File: config.mk
export PLATFORM = sky130hd
export DESIGN_NAME = debounce_botones
export DESIGN_NICKNAME = d
export VERILOG_FILES = /design/src/rtl/debounce_botones_pkg.sv /design/src/rtl/debounce_canal.sv /design/src/rtl/debounce_botones.sv
export SDC_FILE = /design/constraint.sdc
export NUM_CORES = 1
export LEC_CHECK = 0
export ABC_AREA = 0
export BUFFER_PORTS_ARGS = -buffer_cell sky130_fd_sc_hd__buf_2
export CAP_MARGIN = 20
export CORE_UTILIZATION = 35
export CTS_CLUSTER_DIAMETER = 100
export CTS_CLUSTER_SIZE = 16
export DETAILED_ROUTE_END_ITERATION = 8
export GPL_TIMING_DRIVEN = 1
export PLACE_DENSITY_LB_ADDON = 0.12
export SLEW_MARGIN = 20
export SYNTH_ARGS = -nofsm -noshare
export SYNTH_HDL_FRONTEND = slang
export SYNTH_SLANG_ARGS = --single-unit
export TNS_END_PERCENT = 1
File: constraint.sdc
create_clock -name clk -period 2.71 [get_ports clk]
set_clock_uncertainty 0.05 [all_clocks]
set_input_delay 0.271 -clock clk [delete_from_list [all_inputs] [get_ports clk]]
set_output_delay 0.271 -clock clk [all_outputs]
set_load 0.03 [all_outputs]
File: src/rtl/debounce_botones_pkg.sv
// Shared constants and state encoding for the push-button debounce stage.
// Imported by the per-channel debouncer and by the three-channel top.
package debounce_botones_pkg;

  localparam int DEBOUNCE_DEFAULT  = 1000000;
  localparam int CNT_WIDTH_DEFAULT = 20;
  localparam int DEBOUNCE_SIM      = 4;

  // The channel state is the accepted (debounced) button level.
  typedef enum logic {
    SUELTO     = 1'b0,
    PRESIONADO = 1'b1
  } estado_t;

  // True when the synchronised input disagrees with the accepted level.
  function automatic logic contra_estable(input estado_t estado, input logic nivel);
    return (nivel != logic'(estado));
  endfunction

endpackage

File: src/rtl/debounce_canal.sv
// One button channel: 2-FF synchroniser, stability counter and press FSM.
// Emits a single-cycle pulse when a debounced press is accepted.
module debounce_canal
  import debounce_botones_pkg::*;
#(
  parameter int DEBOUNCE_CYCLES = DEBOUNCE_DEFAULT,
  parameter int CNT_WIDTH       = CNT_WIDTH_DEFAULT
) (
  input  logic clk,
  input  logic reset,
  input  logic raw_in,
  output logic pulso_out
);

  localparam logic [CNT_WIDTH-1:0] CNT_FIN = CNT_WIDTH'(DEBOUNCE_CYCLES - 1);
  localparam logic [CNT_WIDTH-1:0] CNT_UNO = CNT_WIDTH'(1);

  logic                 sync1_r;
  logic                 sync2_r;
  estado_t              estado_r;
  logic [CNT_WIDTH-1:0] cnt_r;
  logic                 pulso_r;

  // Synchroniser, counter and FSM; only an accepted press raises the pulse.
  always_ff @(posedge clk) begin
    if (reset) begin
      sync1_r  <= 1'b0;
      sync2_r  <= 1'b0;
      estado_r <= SUELTO;
      cnt_r    <= '0;
      pulso_r  <= 1'b0;
    end else begin
      sync1_r <= raw_in;
      sync2_r <= sync1_r;
      pulso_r <= 1'b0;
      case (estado_r)
        SUELTO: begin
          if (contra_estable(estado_r, sync2_r)) begin
            if (cnt_r == CNT_FIN) begin
              estado_r <= PRESIONADO;
              cnt_r    <= '0;
              pulso_r  <= 1'b1;
            end else begin
              cnt_r <= cnt_r + CNT_UNO;
            end
          end else begin
            cnt_r <= '0;
          end
        end
        PRESIONADO: begin
          if (contra_estable(estado_r, sync2_r)) begin
            if (cnt_r == CNT_FIN) begin
              estado_r <= SUELTO;
              cnt_r    <= '0;
            end else begin
              cnt_r <= cnt_r + CNT_UNO;
            end
          end else begin
            cnt_r <= '0;
          end
        end
        default: begin
          estado_r <= SUELTO;
          cnt_r    <= '0;
        end
      endcase
    end
  end

  assign pulso_out = pulso_r;

endmodule

File: src/rtl/debounce_botones.sv
// Three independent debounced press-pulse channels feeding the loader's
// boton_a / boton_b / boton_op inputs; coincident pulses are left to the loader.
module debounce_botones
  import debounce_botones_pkg::*;
#(
  parameter int DEBOUNCE_CYCLES = DEBOUNCE_DEFAULT,
  parameter int CNT_WIDTH       = CNT_WIDTH_DEFAULT
) (
  input  logic clk,
  input  logic reset,
  input  logic boton_a_in,
  input  logic boton_b_in,
  input  logic boton_op_in,
  output logic boton_a,
  output logic boton_b,
  output logic boton_op
);

  debounce_canal #(
    .DEBOUNCE_CYCLES(DEBOUNCE_CYCLES),
    .CNT_WIDTH      (CNT_WIDTH)
  ) u_canal_a (
    .clk      (clk),
    .reset    (reset),
    .raw_in   (boton_a_in),
    .pulso_out(boton_a)
  );

  debounce_canal #(
    .DEBOUNCE_CYCLES(DEBOUNCE_CYCLES),
    .CNT_WIDTH      (CNT_WIDTH)
  ) u_canal_b (
    .clk      (clk),
    .reset    (reset),
    .raw_in   (boton_b_in),
    .pulso_out(boton_b)
  );

  debounce_canal #(
    .DEBOUNCE_CYCLES(DEBOUNCE_CYCLES),
    .CNT_WIDTH      (CNT_WIDTH)
  ) u_canal_op (
    .clk      (clk),
    .reset    (reset),
    .raw_in   (boton_op_in),
    .pulso_out(boton_op)
  );

endmodule

== After elaboration in Yosys (flattened, before gate mapping) ==
Index checks and enable logic that the tools add are counted.
Word-level totals
  bits in registers: 72
  bits in latches: 0
  memory bits (writable): 0
  bits in read-only memories: 0
  input port bits: 5
  output and inout bits: 3
  logic and storage cells: 51
  memories: 0
Cells by class
  add/sub/neg operators: 3
  multiply operators: 0
  div/mod/pow operators: 0
  $lt $le $gt $ge: 0
  equality and inequality tests: 6
  shifts and indexed selects: 0
  mux-type cells: 15
  bitwise logic cells: 6
  reductions and logical operators: 6
Operator list (count)
  $add 20x1->20 const B: 3
  $eq 20x20->1 const B: 3
  $mux 1: 12
  $reduce_or 3->1: 3
  $not 1->1: 6
  $pmux 1 s2: 3
  $reduce_or 2->1: 3
  $ne 1x1->1: 3

== Longest topological paths before layout ==
  word-level depth: 4
  gate-level depth with buffers: 7
  mapped depth without buffers: 5

== Hierarchy ==
A second synthesis with hierarchy kept.
Unflattened totals
  cell total of the unflattened synthesis: 357
  area total of the unflattened synthesis: 3190.6 um^2
By module, submodules not included
  debounce_canal: times used 3, cells an instance 119, area each 1063.5 um^2, seq. area each 480.5 um^2

== Worst setup path after synthesis ==
Ideal clock, no wire load.
  kind: register -> register
  from: register u_canal_b.cnt_r[0]
  to: register u_canal_b.cnt_r[18]
  library setup time: 0.066 ns
  data arrival time: 1.889 ns
  required time: 2.594 ns
  path slack: 0.705 ns
  stages on the path, launching flop included: 7
  path buffers: 1
  period minus slack after synthesis: 2.005 ns
  cells stage by stage: dfxtp_1 > ha_1 > nand2_1 > or4_1 > buf_2 > or4_4 > a21oi_2
Between the ends
  longest elaborated chain between the ends: 2
  elaborated cells between the ends (all ways): 3
  classes of those cells: 1 x add/sub; 1 x eq/ne; 1 x reduce/logical
RTL lines
  start, declared: line debounce_canal.sv:21  | logic [CNT_WIDTH-1:0] cnt_r;
  start signal, assigned: line debounce_canal.sv:44  | cnt_r <= cnt_r + CNT_UNO;
  start signal, assigned: line debounce_canal.sv:56  | cnt_r <= cnt_r + CNT_UNO;
  parallel branches: the longest is 2 deep, another holds $add 20x1->20
Parallel ways; which one is timed is not known.
A chain may end at the register's enable or synchronous reset.

== Worst setup path after layout ==
Ends and elaborated chain as after synthesis.

==> impl_metrics.json <==
{
  "final_nets": 373,
  "clock-sinks": 72,
  "clkSlewWorstSetupHoldPaths_ns": 0.08,
  "min_from": "boton_op_in",
  "maxSlewViolCount": 0,
  "grt_first_pass_wirelength_um": 9870,
  "wl_per_cell_um": 12.2,
  "antenna_found_initial": 0,
  "cts_resized": 0,
  "grt_use_total": 0.139,
  "post_cts_buffers": 0,
  "syn2layout_area_growth_pct": 11.8,
  "n_fill_cell": 916,
  "yosysWarnings": 0,
  "multi_input_area_sq_mm": 0.00160,
  "die_h_um": 96.5,
  "setup_violations": 0,
  "vdd_ir_drop_max_uv": 337,
  "cp_data_arrival_time_ns": 2.38,
  "dp_slack_ns": 0.569,
  "clk_latency_ns": 0.34,
  "ant_nets": 0,
  "worstPathRequired_ns": 2.94,
  "total_power_mw": 2.02,
  "reg_top3": "u_canal_a.cnt_r (20), u_canal_b.cnt_r (20), u_canal_op.cnt_r (20)",
  "synth_async_sr_flop_share": 0,
  "hold_depth": 2,
  "worst_r2r_endpoint": "u_canal_b.cnt_r[18]$_SDFF_PP0_",
  "final_util": 0.403,
  "cp_num_buf_inv": 0,
  "core_area_sq_mm": 0.00868,
  "design_area_sq_mm": 0.00350,
  "grt_pass1_vias": 2184,
  "die_x_um": 96.5,
  "ys_types": 38,
  "crit_fanout": 8,
  "synth_area_leaders": "dfxtp_1 (46%), xnor2_1 (7.3%), nor2_1 (5.6%), xor2_1 (4.2%), nand3_1 (3.7%)",
  "wl_um": 5860,
  "die-area_sq_mm": 0.00932,
  "clockRootBuffer": "clkbuf_8",
  "syn_inst": 354,
  "cts.htree.levels": 3,
  "post-route-period-util": 0.794,
  "synth_nets": 362,
  "synth_edf_count": 0,
  "hold_viol": 0,
  "syn_area_sq_mm": 0.00313,
  "maxCapViolations": 0,
  "status": "finished clean",
  "vias": 2426,
  "instances_no_fill": 478,
  "yosys.area.top_type": "dfxtp_1",
  "crit_slowest_cell": "or4_1",
  "rrSetupSlack_ns": 0.56,
  "ios": 8,
  "place_inst": 462,
  "clockBufferDepth": 2,
  "hold-path-endpoint": "u_canal_op.sync1_r$_SDFF_PP0_",
  "layout_setup_ws_ns": 0.559,
  "synth_seq_cells": 72,
  "n_antenna_cell": 0,
  "gp_congestion": 0.774,
  "rsz0062_at_grt": "false",
  "fin_setup_tns_ns": 0,
  "synthFlopType": "dfxtp_1",
  "cts_tree": "built",
  "hold_path_class": "in -> reg",
  "cts_made_buffers": 9,
  "hold_buffers": 0,
  "holdWs_ns": 0.0962,
  "portBuffers": 7,
  "relSlewSlack": 0.638,
  "timing.critical_path.cells": "ha_1, nand2_1, or4_1, or4_4, a21oi_2",
  "reg2reg_depth": 5,
  "dr.first_iter.drc_count": 84,
  "drcViolationCount": 0,
  "firstDrtPassIters": 4,
  "powerDensity_mw_per_mm2": 578,
  "rows": 34,
  "dp_hpwl_um": 4050,
  "overflow": 0,
  "max_freq_ghz": 0.465,
  "syn_area_per_cell_sq_um": 8.84,
  "layout-drive-gt1-share": 0.105,
  "seq_area_sq_mm": 0.00144,
  "viasPerCell": 5.08,
  "critPathLaunchType": "flip-flop",
  "p_leak_nw": 1.03,
  "synth.yosys.seq_area_share": 0.461,
  "crit_family": "simple AND/OR/NAND/NOR gates",
  "worst_pin_slew_ns": 0.538,
  "end_kind": "flip-flop",
  "cp_slowest_stage_delay_ns": 0.65,
  "placed_cell_area_sq_mm": 0.00328,
  "min_period_ns": 2.15,
  "grt_max_degree": 21,
  "start_util": 0.360,
  "crit_type": "reg -> reg",
  "r2r_start": "u_canal_b.cnt_r[0]$_SDFF_PP0_",
  "synth_top_cell_area_share": 0.461
}
[worst max-delay path by stage]
stage                                                end  cells after the start  slack, ns                     startpoint
after floorplan           u_canal_b.cnt_r[18]$_SDFF_PP0_                      6       0.71  u_canal_b.cnt_r[0]$_SDFF_PP0_
after global placement    u_canal_b.cnt_r[18]$_SDFF_PP0_                      5       0.61  u_canal_b.cnt_r[0]$_SDFF_PP0_
after detailed placement  u_canal_b.cnt_r[18]$_SDFF_PP0_                      5       0.57  u_canal_b.cnt_r[0]$_SDFF_PP0_
after CTS                 u_canal_b.cnt_r[18]$_SDFF_PP0_                      5       0.55  u_canal_b.cnt_r[0]$_SDFF_PP0_
after global routing      u_canal_b.cnt_r[16]$_SDFF_PP0_                      5       0.44  u_canal_b.cnt_r[0]$_SDFF_PP0_
final                     u_canal_b.cnt_r[18]$_SDFF_PP0_                      5       0.56  u_canal_b.cnt_r[0]$_SDFF_PP0_
[final cells by class]
| class | instances | area share |
|---|---|---|
| repair buffers | 10 | 0.0165 |
| flip-flops and latches | 72 | 0.412 |
| inverters | 12 | 0.0129 |
| well taps | 108 | 0.0387 |
| clock inverters | 7 | 0.0272 |
| clock buffers | 9 | 0.0354 |
| multi-input cells | 260 | 0.457 |
[layer usage]
layer,vias to the layer above,track usage,routed length [um]
li1,1281,-,-
met1,1122,0.171,2900
met2,16,0.228,2740
met3,7,0.0446,138
met4,0,0.0478,73
met5,-,0,0
[power breakdown]
| part | internal (mW) | leakage [nW] | switching [mW] |
|---|---|---|---|
| sequential | 1.06 | 0.581 | 0.00330 |
| combinational | 0.00859 | 0.339 | 0.0142 |
| clock | 0.520 | 0.110 | 0.414 |
[cells in the mapped netlist (all sizes together), types with 6 or more instances]
cell	number
dfxtp	72
nor2	47
xnor2	26
nand3	24
a21oi	19
nand4	18
o21ai	16
xor2	15
inv	12
nand2	12
or3	12
or4	12
nor3	11
nor2b	7
and3	6
nor4	6
[cells by family after synthesis]
logic type / share of synthesized area
xor gates and xnor gates: 0.115
adders and majority gates: 0.0120
buffers and inverters: 0.0284
AOI/OAI and AO/OA: 0.0720
DFF: 0.461
and+or+nand+nor: 0.312
[worst register-to-register path, stage by stage (launching register included)]
cell     delay, ns
dfxtp_1       0.39
ha_1          0.24
nand2_1       0.10
or4_1         0.65
or4_4         0.53
a21oi_2       0.14
[cells in the final DEF (no fill, tap or decap), drive strengths merged, types with 2 or more instances in the layout]
master,Yosys,final
inv,12,13
xor2,15,15
buf,5,10
bufinv,0,2
or2,2,2
nand2,12,12
dfxtp,72,72
nor4b,5,5
nor3,11,11
a21oi,19,19
or3,12,12
ha,3,3
clkinv,0,3
xnor2,26,26
and2,4,4
nand4,18,18
o21ai,16,16
and3,6,6
nand3,24,24
nor2,47,47
or4,12,12
and4,4,4
nor2b,7,7
nor4,6,6
o31ai,5,5
clkbuf,5,9
(Power assumes the default switching activity.)
